`src/rtl/trace_pkg.sv`:
```
// Shared types for the retire trace path: the 128-bit record layout and output FSM states.
package trace_pkg;

  localparam int RECORD_WORDS = 4;
  localparam int RECORD_W     = RECORD_WORDS * 32;

  // Members are listed MSB-first, so word3 = {pad, we, rd} sits in [127:96] and pc in [31:0].
  typedef struct packed {
    logic [25:0] pad;
    logic        we;
    logic [4:0]  rd;
    logic [31:0] wdata;
    logic [31:0] instr;
    logic [31:0] pc;
  } trace_record_t;

  typedef enum logic {
    ST_IDLE = 1'b0,
    ST_HOLD = 1'b1
  } out_state_t;

endpackage

```
`src/rtl/trace_fifo.sv`:
```
// Synchronous first-word-fall-through FIFO; the head entry is always visible on o_rdata.
module trace_fifo #(
  parameter int DEPTH = 8,
  parameter int WIDTH = 128,
  localparam int AW   = $clog2(DEPTH)
) (
  input  logic             clk,
  input  logic             sync_reset,
  input  logic             i_push,
  input  logic [WIDTH-1:0] i_wdata,
  input  logic             i_pop,
  output logic [WIDTH-1:0] o_rdata,
  output logic             o_full,
  output logic             o_empty,
  output logic [AW:0]      o_level
);

  logic [WIDTH-1:0] r_mem [DEPTH];
  logic [AW-1:0]    r_wptr;
  logic [AW-1:0]    r_rptr;
  logic [AW:0]      r_level;
  logic             w_do_push;
  logic             w_do_pop;

  assign o_full    = (r_level == (AW+1)'(DEPTH));
  assign o_empty   = (r_level == '0);
  assign o_level   = r_level;
  assign o_rdata   = r_mem[r_rptr];

  // A push into a full FIFO is still accepted when the head leaves in the same cycle.
  assign w_do_pop  = i_pop & ~o_empty;
  assign w_do_push = i_push & (~o_full | w_do_pop);

  always_ff @(posedge clk) begin
    if (w_do_push && !sync_reset) r_mem[r_wptr] <= i_wdata;
  end

  always_ff @(posedge clk) begin
    if (sync_reset) begin
      r_wptr  <= '0;
      r_rptr  <= '0;
      r_level <= '0;
    end else begin
      if (w_do_push) r_wptr <= r_wptr + AW'(1);
      if (w_do_pop)  r_rptr <= r_rptr + AW'(1);
      case ({w_do_push, w_do_pop})
        2'b10:   r_level <= r_level + (AW+1)'(1);
        2'b01:   r_level <= r_level - (AW+1)'(1);
        default: r_level <= r_level;
      endcase
    end
  end

endmodule

```
`src/rtl/retire_trace_packer.sv`:
```
// Packs each retired instruction into a 128-bit trace record and streams records to a
// downstream comparator through a buffered valid/ready interface.
module retire_trace_packer
  import trace_pkg::*;
#(
  parameter int FIFO_DEPTH     = 8,
  parameter bit DROP_X0_WRITES = 1'b1
) (
  input  logic                        clk,
  input  logic                        sync_reset,
  input  logic                        retire_valid,
  input  logic [31:0]                 retire_pc,
  input  logic [31:0]                 retire_instr,
  input  logic                        rd_we,
  input  logic [4:0]                  rd_addr,
  input  logic [31:0]                 rd_data,
  output logic                        out_valid,
  input  logic                        out_ready,
  output logic [RECORD_W-1:0]         out_record,
  output logic [$clog2(FIFO_DEPTH):0] fill_level,
  output logic                        overflow,
  output logic [31:0]                 record_count
);

  localparam int LW = $clog2(FIFO_DEPTH) + 1;

  trace_record_t w_rec;
  logic          w_we;
  logic          w_push;
  logic          w_pop;
  logic          w_full;
  logic          w_empty;
  logic [LW-1:0] w_level;
  logic [RECORD_W-1:0] w_head;

  out_state_t  r_state;
  logic        r_out_valid;
  logic        r_overflow;
  logic [31:0] r_count;

  assign w_we = rd_we & ~(DROP_X0_WRITES & (rd_addr == 5'd0));

  // Records with no effective write carry zero wdata/rd so the comparator sees a canonical form.
  always_comb begin
    w_rec       = '0;
    w_rec.pc    = retire_pc;
    w_rec.instr = retire_instr;
    if (w_we) begin
      w_rec.we    = 1'b1;
      w_rec.rd    = rd_addr;
      w_rec.wdata = rd_data;
    end
  end

  assign w_push = retire_valid & ~sync_reset;
  assign w_pop  = r_out_valid & out_ready & ~w_empty;

  trace_fifo #(
    .DEPTH (FIFO_DEPTH),
    .WIDTH (RECORD_W)
  ) u_fifo (
    .clk        (clk),
    .sync_reset (sync_reset),
    .i_push     (w_push),
    .i_wdata    (w_rec),
    .i_pop      (w_pop),
    .o_rdata    (w_head),
    .o_full     (w_full),
    .o_empty    (w_empty),
    .o_level    (w_level)
  );

  always_ff @(posedge clk) begin
    if (sync_reset) begin
      r_state     <= ST_IDLE;
      r_out_valid <= 1'b0;
      r_overflow  <= 1'b0;
      r_count     <= '0;
    end else begin
      if (w_pop) r_count <= r_count + 32'd1;
      if (w_push && w_full && !w_pop) r_overflow <= 1'b1;
      // Transitions look at the push of this edge so out_valid rises one cycle after the write.
      case (r_state)
        ST_IDLE: begin
          if (w_push || !w_empty) begin
            r_state     <= ST_HOLD;
            r_out_valid <= 1'b1;
          end
        end
        ST_HOLD: begin
          if (w_pop && (w_level == LW'(1)) && !w_push) begin
            r_state     <= ST_IDLE;
            r_out_valid <= 1'b0;
          end
        end
        default: begin
          r_state     <= ST_IDLE;
          r_out_valid <= 1'b0;
        end
      endcase
    end
  end

  assign out_valid    = r_out_valid;
  assign out_record   = w_head;
  assign fill_level   = w_level;
  assign overflow     = r_overflow;
  assign record_count = r_count;

endmodule

```
`config.mk`:
```
export PLATFORM = sky130hd
export DESIGN_NAME = retire_trace_packer
export DESIGN_NICKNAME = d
export VERILOG_FILES = /design/src/rtl/trace_pkg.sv /design/src/rtl/trace_fifo.sv /design/src/rtl/retire_trace_packer.sv
export SDC_FILE = /design/constraint.sdc
export NUM_CORES = 1
export LEC_CHECK = 0
export BUFFER_PORTS_ARGS = -buffer_cell sky130_fd_sc_hd__buf_4
export CELL_PAD_IN_SITES_DETAIL_PLACEMENT = 0
export CELL_PAD_IN_SITES_GLOBAL_PLACEMENT = 1
export CORE_ASPECT_RATIO = 1.1
export CORE_MARGIN = 4
export CORE_UTILIZATION = 47
export DETAILED_ROUTE_END_ITERATION = 16
export PLACE_DENSITY = 0.76
export SKIP_LAST_GASP = 1
export SYNTH_ARGS = -nofsm -noshare
export SYNTH_HDL_FRONTEND = slang
export SYNTH_SLANG_ARGS = --single-unit
```
`constraint.sdc`:
```
create_clock -name clk -period 13.95 [get_ports clk]
set_clock_uncertainty 0.15 [all_clocks]
set_input_delay 1.395 -clock clk [delete_from_list [all_inputs] [get_ports clk]]
set_output_delay 1.395 -clock clk [all_outputs]
set_load 0.005 [all_outputs]
```
==> flow_metrics.tcl, run 1 <==
set metrics [dict create \
    grt_max_degree 116 \
    r2r_end "u_fifo.r_mem[2][93]" \
    fin_area_mm2 0.0389 \
    first_pass_iters 5 \
    synthFlopType "edfxtp_1" \
    yosysMostFrequentCell "edfxtp_1" \
    required_ns 12.40 \
    power_frac_clock 0.408 \
    hp-class "reg -> reg" \
    numCtsBuffers 86 \
    worstSetupStartpointType "flop" \
    dp_hpwl_mm 36.6 \
    netlist_area_mm2 0.0333 \
    yosysWarnings 0 \
    grt_pass1_wl_mm 103 \
    post_cts_resized 0 \
    min_period_ns 5.26 \
    p_leak_uw 0.0124 \
    die-area_mm2 0.0752 \
    drtIter0Drc 948 \
    drt-total-wl_mm 68.2 \
    synth_top_cell_by_area "edfxtp_1" \
    io-pin-count 272 \
    synthDistinctLibCells 44 \
    power.switching_uw 1100 \
    post_dp_cell_area_mm2 0.0362 \
    die_h_um 287 \
    reg2reg_from "u_fifo.o_level[0]" \
    grt_pass1_vias 16700 \
    synthTopCellsByCount "816 x edfxtp_1, 204 x mux4_2, 109 x mux2_2" \
    stdcell_count 2812 \
    rsz0062_at_grt "no" \
    clock_latency_ns 0.62 \
    netlist_instances 1523 \
    tritoncts "yes" \
    cts_hold_buffers 0 \
    tns_ns 0 \
    cpMostUsedCell "buf_4" \
    synth.area.top_cells "edfxtp_1 74%, mux4_2 14%, mux2_2 3.7%, dfxtp_1 2.9%, and2_1 0.75%" \
    synth_edf_count 816 \
    initial_core_util 0.474 \
    port_buffers 245 \
    cts_setup_buffers 0 \
    setup_slack_ns 8.69 \
    path_clk_slew_ns 0.06 \
    antenna_left 0 \
    drv_slew 0 \
    num_vias 15800 \
    ys_ff_latch 864 \
    clockBufferDepth 3 \
    ir_drop_mv 0.0788 \
    setup_violations 0 \
    netSwitchingFraction 0.206 \
    nFillCells 5334 \
    overflow 0 \
    tightest_slew_ns 1.19 \
    yosys.area.top_type_share 0.735 \
    core_area_mm2 0.0703 \
    pre_cts_ws_ns 9.02 \
    crit_path_max_incr_delay_ns 1.12 \
    path_cells "buf_4, mux4_2, mux2_2, buf_4" \
    dp.cells 2655 \
    maxSlewHeadroom 0.209 \
    drive_gt1_frac 0.382 \
    num_rows 102 \
    gr-usage-all-layers 0.181 \
    h-tree-depth 3 \
    async_flop_share 0 \
    cts-root-buf "clkbuf_16" \
    hold_viol_final 0 \
    powerDensity_mw_per_mm2 137 \
    r2r_slack_ns 10.15 \
    p_seq_frac 0.541 \
    post-route-period-util 0.377 \
    die_width_um 262 \
    drc 0 \
    worst_ep_arrival_time_ns 3.72 \
    p_comb_frac 0.052 \
    cp-endpoint "out_record[57]" \
    nNetsFinal 1921 \
    cp_slowest_cell "dfxtp_4" \
    fmax_mhz 190 \
    intPower_uw 4240 \
    place_congestion 0.718 \
    grt_antenna_before_repair 2 \
    outcome "complete, no violations" \
    synth.avg_cell_area_um2 21.9 \
    cp-end-kind "primary output" \
    cts.sinks 864 \
    syn_to_final_growth_pct 16.6 \
    reg2reg_depth 7 \
    wire_per_inst_um 24.3 \
    vias_per_cell 5.62 \
    worstPathMaxFanout 72 \
    cap_violations 0 \
    critical_path_class "reg -> out" \
    yosysSeqAreaShare 0.764 \
]
==> kinds of logic after synthesis <==
| family | share of synthesized area |
|---|---|
| xor+xnor | 0.00368 |
| mux | 0.176 |
| flops | 0.764 |
| compound gates | 0.00822 |
| simple gates | 0.0288 |
| other cells | 0.000113 |
| fa+ha+maj | 0.00300 |
| buf+inv | 0.0166 |
==> state kept, by name, indices dropped and copies added (netlist names), named ones only <==
name	cells
u_fifo.r_mem	816
u_fifo.r_rptr	3
r_state	1
overflow	1
record_count	32
u_fifo.r_wptr	3
u_fifo.o_level	4
out_valid	1
==> stage by stage <==
stage / hold slack [ns] / utilization / power [µW]
2_1_floorplan: 0.310 / - / 3100
3_3_place_gp: 0.325 / 0.515 / 3210
3_5_place_dp: 0.314 / 0.515 / 3220
4_1_cts: 0.340 / 0.553 / 5400
5_1_grt: 0.391 / 0.553 / 5530
6_report: 0.337 / 0.553 / 5340
==> per-layer routing <==
metal  up-vias  global-route usage  wire [µm]
met4         2              0.0458       1150
li1       6858                   -          -
met3        84              0.0324       3960
met1      8401               0.251      28700
met5         -                   0         13
met2       466               0.303      34400
==> cell usage in the layout, fill, tap and decap left out, drive strengths merged, types with 4 or more instances in the layout <==
cell type    n
o21ai       13
nand4       15
nor2        29
ha           8
clkbuf     107
xnor2        5
and4         5
or4         10
clkinvlp     6
xor2         9
and3         6
inv         11
mux2       109
conb        26
a21oi       22
bufinv       4
dfxtp       48
or3         11
buf        273
edfxtp     816
clkinv      36
and2        40
nand2        9
mux4       204
nand3       11
o31ai        8
nor2b        7
==> worst min-delay path by stage <==
stage                     slack, ns  cells after the start               end              from
after global placement         0.32                      2          overflow          overflow
after detailed placement       0.31                      2          overflow          overflow
after CTS                      0.34                      2          overflow          overflow
after floorplan                0.31                      2          overflow          overflow
final                          0.34                      2          overflow          overflow
after global routing           0.39                      2  record_count[25]  record_count[25]
==> power groups by stage <==
| stage | sequential, µW | clock [µW] | combinational (µW) |
|---|---|---|---|
| 3_5_place_dp | 2940 | 0 | 282 |
| 4_1_cts | 2890 | 2230 | 283 |
| 5_1_grt | 2890 | 2340 | 301 |
| 6_report | 2890 | 2180 | 276 |
| 2_1_floorplan | 2950 | 0 | 158 |
| 3_3_place_gp | 2940 | 0 | 276 |
==> worst max-delay path, delay by kind of cell, from the launching register on <==
kind | cells | cell delay (ns)
multiplexers | 2 | 0.74
buffers and inverters | 2 | 1.11
flip-flops | 1 | 1.12
==> cell type report <==
cell class | instances | area, µm² | area share
Inverter | 8 | 30.0 | 0.000773
Sequential cell | 864 | 25500 | 0.655
Clock inverter | 49 | 407 | 0.0105
Timing Repair Buffer | 273 | 2070 | 0.0534
Multi-Input combinational cell | 574 | 7450 | 0.192
Tap cell | 936 | 1170 | 0.0301
Clock buffer | 107 | 2250 | 0.0579
Antenna cell | 1 | 2.50 | 0.0000644
Note: power is estimated with default switching activity, not from simulation.
==> inputs of run 2 (changes only) <==
--- a/config.mk
+++ b/config.mk
@@ -10,9 +10,9 @@
 export CELL_PAD_IN_SITES_GLOBAL_PLACEMENT = 1
 export CORE_ASPECT_RATIO = 1.1
 export CORE_MARGIN = 4
-export CORE_UTILIZATION = 47
+export CORE_UTILIZATION = 52
 export DETAILED_ROUTE_END_ITERATION = 16
-export PLACE_DENSITY = 0.76
+export PLACE_DENSITY = 0.8
 export SKIP_LAST_GASP = 1
 export SYNTH_ARGS = -nofsm -noshare
 export SYNTH_HDL_FRONTEND = slang
==> constraint.sdc (replaced) <==
create_clock -name clk -period 5.39 [get_ports clk]
set_clock_uncertainty 0.15 [all_clocks]
set_input_delay 0.539 -clock clk [delete_from_list [all_inputs] [get_ports clk]]
set_output_delay 0.539 -clock clk [all_outputs]
set_load 0.005 [all_outputs]
==> run 2 against run 1 <==
Setup slack lost 7.0 ns. Largest cell class unchanged. Final area up 1.9%. Highest routed layer unchanged. Via count rose by 0.42%. Register-to-register slack got worse by 8.2 ns.
==> flow_metrics.tcl, run 2 (synthesized netlist as in run 1, its figures left out) <==
set metrics [dict create \
    met3WireLength_mm 3.18 \
    place_congestion 0.734 \
    r2r_slack_ns 1.95 \
    cts_setup_buffers 0 \
    port_buffers 245 \
    tightest_slew_ns 1.16 \
    min_to "u_fifo.o_level[3]" \
    drtIter0Drc 1114 \
    crit_path_max_incr_delay_ns 0.92 \
    ir_drop_mv 0.254 \
    syn_to_final_growth_pct 18.8 \
    num_vias 15900 \
    hp-class "in -> reg" \
    worst_ep_arrival_time_ns 3.07 \
    hold_viol_final 0 \
    numCtsBuffers 85 \
    wire_per_inst_um 24.2 \
    netSwitchingFraction 0.201 \
    io-pin-count 272 \
    grt_antenna_before_repair 2 \
    grt_pass1_wl_mm 102 \
    grt_max_degree 62 \
    clockBufferDepth 3 \
    drive_gt1_frac 0.374 \
    vias_per_cell 5.71 \
    met1Wirelength_mm 27.8 \
    critical_path_class "reg -> out" \
    nNetsFinal 1986 \
    utilization 0.623 \
    p_leak_uw 0.0128 \
    power.switching_uw 2820 \
    p_seq_frac 0.533 \
    cts_hold_buffers 65 \
    num_rows 97 \
    post_cts_resized 0 \
    die_width_um 249 \
    drv_slew 0 \
    h-tree-depth 3 \
    fin_area_mm2 0.0396 \
    die_h_um 274 \
    powerDensity_mw_per_mm2 355 \
    dp_hpwl_mm 36.5 \
    num_antenna_cells 0 \
    nFillCells 4436 \
    overflow 0 \
    layout_common_cells "816 x edfxtp_1, 268 x buf_4, 204 x mux4_2" \
    die-area_mm2 0.0682 \
    cp_top_family "flip-flops" \
    holdPathStages 2 \
    clock_latency_ns 0.61 \
    first_pass_iters 5 \
    worstPathMaxFanout 52 \
    cts-root-buf "clkbuf_16" \
    cap_violations 0 \
    gr-usage-all-layers 0.196 \
    r2r_end "u_fifo.o_level[3]" \
    rsz0062_at_grt "no" \
    setup_violations 0 \
    path_cells "buf_12, mux4_2, mux2_2, buf_4" \
    stdcell_count 2780 \
    initial_core_util 0.524 \
    cp-end-kind "primary output" \
    core_area_mm2 0.0636 \
    layout_commonest_cell "edfxtp_1" \
    largest_register_ffs 816 \
    cts.sinks 864 \
    top_layer_used "met5" \
    hold_path_startpoint "sync_reset" \
    fmax_mhz 266 \
    reg2reg_depth 9 \
    grt_pass1_vias 17000 \
    drt-total-wl_mm 67.1 \
    post_dp_cell_area_mm2 0.0362 \
    post-route-period-util 0.697 \
    tns_ns 0 \
    dr_wl_met2_mm 35.0 \
    required_ns 4.70 \
    min_period_ns 3.75 \
    outcome "complete, no violations" \
    worstSetupStartpointType "flop" \
    regMostFlops "u_fifo.r_mem" \
    maxSlewHeadroom 0.224 \
    power_frac_clock 0.413 \
    antenna_left 0 \
    dp.cells 2561 \
    crit_buf_inv 2 \
    path_clk_slew_ns 0.06 \
    p_comb_frac 0.054 \
    tritoncts "yes" \
    cp_slowest_cell "dfxtp_4" \
    drc 0 \
    intPower_uw 11200 \
    reg2reg_from "u_fifo.o_level[0]" \
]
## run 2: cell types whose count changed in the layout (fill, tap and decap cells not counted), moves of 4 or more
cell           before  now
dlygate4sd3_1       0   65
clkinv_1           22   16
clkinv_2           10   16
clkbuf_1           20   15
buf_12              2    6
bufinv_16           4    8
## run 2: per-stage QoR
step / total power (µW) / hold WS [ns] / setup WS, ns
floorplan: 8030 / 0.310 / -2.11
global placement: 8320 / 0.306 / 1.83
detailed placement: 8350 / 0.316 / 1.80
CTS: 14200 / 0.210 / 1.49
global route: 14500 / 0.245 / 1.40
finish: 14000 / 0.248 / 1.64
## run 2: layer usage
| layer | up-vias | GRT usage |
|---|---|---|
| li1 | 6981 | - |
| met5 | - | 0 |
| met1 | 8396 | 0.261 |
| met2 | 415 | 0.342 |
| met3 | 81 | 0.0327 |
| met4 | 4 | 0.0521 |
## run 2: worst register-to-register path, delay by kind of cell (launching register included)
| family | cells | cell delay, ns |
|---|---|---|
| XOR/XNOR | 1 | 0.14 |
| AO/OA/AOI/OAI | 2 | 1.09 |
| buffers and inverters | 1 | 0.11 |
| AND/OR/NAND/NOR | 3 | 0.78 |
| adder cells (fa/ha/maj) | 2 | 0.64 |
| flip-flops | 1 | 0.39 |
## run 2: area by class of cell
| class | instances | area [µm²] | area share |
|---|---|---|---|
| Tap cell | 841 | 1050 | 0.0266 |
| Inverter | 8 | 30.0 | 0.000758 |
| Clock inverter | 51 | 489 | 0.0124 |
| Timing Repair Buffer | 339 | 2780 | 0.0703 |
| Clock buffer | 103 | 2260 | 0.0570 |
| Multi-Input combinational cell | 574 | 7500 | 0.190 |
| Sequential cell | 864 | 25500 | 0.643 |
## run 2: how the worst max path moves through the flow
stage	end	depth (start not counted)	start	slack, ns
after global placement	u_fifo.r_mem[6][47]	6	sync_reset	1.83
after floorplan	u_fifo.r_mem[2][0]	4	sync_reset	-2.11
after CTS	out_record[69]	4	flop	1.49
after detailed placement	u_fifo.r_mem[6][46]	6	sync_reset	1.80
after global routing	out_record[69]	4	flop	1.40
final	out_record[66]	4	flop	1.64
## run 2: power groups by stage
| stage | registers (µW) | logic, µW | clock network (µW) |
|---|---|---|---|
| floorplan | 7610 | 411 | 0 |
| global placement | 7620 | 704 | 0 |
| detailed placement | 7630 | 721 | 0 |
| CTS | 7480 | 768 | 5930 |
| global route | 7490 | 814 | 6230 |
| finish | 7480 | 752 | 5800 |
==> inputs of run 3 (changes only) <==
--- a/config.mk
+++ b/config.mk
@@ -10,9 +10,9 @@
 export CELL_PAD_IN_SITES_GLOBAL_PLACEMENT = 1
 export CORE_ASPECT_RATIO = 1.1
 export CORE_MARGIN = 4
-export CORE_UTILIZATION = 52
+export CORE_UTILIZATION = 47
 export DETAILED_ROUTE_END_ITERATION = 16
-export PLACE_DENSITY = 0.8
+export PLACE_DENSITY = 0.76
 export SKIP_LAST_GASP = 1
 export SYNTH_ARGS = -nofsm -noshare
 export SYNTH_HDL_FRONTEND = slang
==> constraint.sdc (replaced) <==
create_clock -name clk -period 3.2 [get_ports clk]
set_clock_uncertainty 0.15 [all_clocks]
set_input_delay 0.32 -clock clk [delete_from_list [all_inputs] [get_ports clk]]
set_output_delay 0.32 -clock clk [all_outputs]
set_load 0.005 [all_outputs]
==> run 3 against run 2 <==
Die area rose by 10%. Largest power group unchanged. Non-clock buffer count rose by 38. Clock power rose by 79%. Critical path type unchanged. Total power rose by 73%.
==> flow_metrics.tcl, run 3 (synthesized netlist as in run 1, its figures left out) <==
set metrics [dict create \
    vias_per_cell 5.46 \
    path_clk_slew_ns 0.06 \
    antenna_left 0 \
    cts.sinks 864 \
    drtIter0Drc 871 \
    drv_slew 0 \
    powerDensity_mw_per_mm2 598 \
    worstPathMaxFanout 27 \
    dp_hpwl_mm 36.7 \
    cap_violations 0 \
    cts-root-buf "clkbuf_16" \
    die_h_um 287 \
    fin_total_pwr_uw 24300 \
    critical_path_class "reg -> out" \
    drc 0 \
    tightest_slew_ns 0.925 \
    gr-usage-all-layers 0.178 \
    post-route-period-util 0.953 \
    core_area_mm2 0.0703 \
    first_pass_iters 5 \
    grt_pass1_wl_mm 102 \
    p_leak_uw 0.0131 \
    fmax_mhz 328 \
    maxSlewHeadroom 0.383 \
    hp-class "in -> reg" \
    setup_violations 0 \
    nNetsFinal 2024 \
    initial_core_util 0.474 \
    grt_antenna_before_repair 5 \
    numCtsBuffers 85 \
    drt-total-wl_mm 66.8 \
    holdWs_ns 0.0438 \
    syn_to_final_growth_pct 21.8 \
    die-area_mm2 0.0752 \
    place_congestion 0.742 \
    h-tree-depth 3 \
    hold_viol_final 0 \
    grt_max_degree 73 \
    worst_ep_arrival_time_ns 2.58 \
    num_vias 15900 \
    holdPathStages 2 \
    outcome "complete, no violations" \
    drive_gt1_frac 0.380 \
    clock_latency_ns 0.62 \
    tns_ns 0 \
    required_ns 2.73 \
    port_buffers 245 \
    clockBufferDepth 3 \
    grt_pass1_vias 17100 \
    die_width_um 262 \
    cts_setup_buffers 0 \
    min_period_ns 3.05 \
    overflow 0 \
    rsz0062_at_grt "no" \
    regMostFlops "u_fifo.r_mem" \
    worstSetupStartpointType "flop" \
    wire_per_inst_um 22.9 \
    reg2reg_depth 9 \
    layout_commonest_cell "edfxtp_1" \
    largest_register_ffs 816 \
    num_rows 102 \
    layout_common_cells "816 x edfxtp_1, 256 x buf_4, 204 x mux4_2" \
    tritoncts "yes" \
    cp-end-kind "primary output" \
    io-pin-count 272 \
    ir_drop_mv 0.437 \
]
==> run 3: cell types whose count changed in the layout (fill, tap and decap cells not counted), sizes merged, moves of 3 or more <==
cell | before | now
buf | 274 | 287
bufinv | 8 | 16
clkbuf | 103 | 100
clkinv | 35 | 31
dlygate4sd3 | 65 | 90
==> run 3: timing repair <==
action                                 CTS  global route
resized for setup                        0             1
endpoints found under the hold margin  697             0
hold buffers                            90             0
setup endpoints to repair                0             1
==> run 3: final cells by class <==
| type | instances | area (µm²) |
|---|---|---|
| inverter | 8 | 32.5 |
| tap | 936 | 1170 |
| antenna | 2 | 5.00 |
| clock buffer | 100 | 2180 |
| fill | 5054 | 29700 |
| sequential | 864 | 25500 |
| clock inverter | 56 | 754 |
| timing repair buffer | 377 | 3450 |
| multi-input combinational | 574 | 7530 |
==> run 3: metrics by stage <==
stage | util | cells | cell area (µm²) | setup slack [ns]
after floorplan | - | 1548 | 33600 | -1.64
after detailed placement | 0.523 | 2669 | 36800 | 0.384
after CTS | 0.577 | 2915 | 40600 | 0.0340
final | 0.578 | 2917 | 40600 | 0.149
after global placement | 0.523 | 2669 | 36800 | 0.452
after global routing | 0.577 | 2915 | 40600 | 0.0124
==> run 3: critical path: stages, from the launching register on <==
cell and delay, ns:
dfxtp_4 0.44, buf_12 0.22, buf_16 0.26, mux4_2 0.54, mux2_2 0.32, buf_4 0.15
==> run 3: routing by layer <==
layer / up-vias / wire, µm / GRT usage
met1: 8361 / 27500 / 0.238
met3: 94 / 3410 / 0.0320
li1: 7055 / - / -
met4: 4 / 1460 / 0.0526
met2: 424 / 34400 / 0.302
met5: - / 21 / 0
==> run 3: worst paths after layout <==
path / start / endpoint / slack (ns)
setup reg to reg: u_fifo.o_level[1] / u_fifo.o_level[3] / 0.37
hold reg to reg: overflow / overflow / 0.33
setup / recovery: flop / out_record[101] / 0.15
hold / removal: rd_data[22] / u_fifo.r_mem[0][86] / 0.04
==> run 3: report_power, final <==
part | internal, µW | total (µW) | switching (µW) | leakage [µW]
Clock | 6220 | 10400 | 4150 | 0.00142
Sequential | 12500 | 12600 | 56.8 | 0.00781
Combinational | 720 | 1350 | 631 | 0.00390
Total | 19500 | 24300 | 4840 | 0.0131
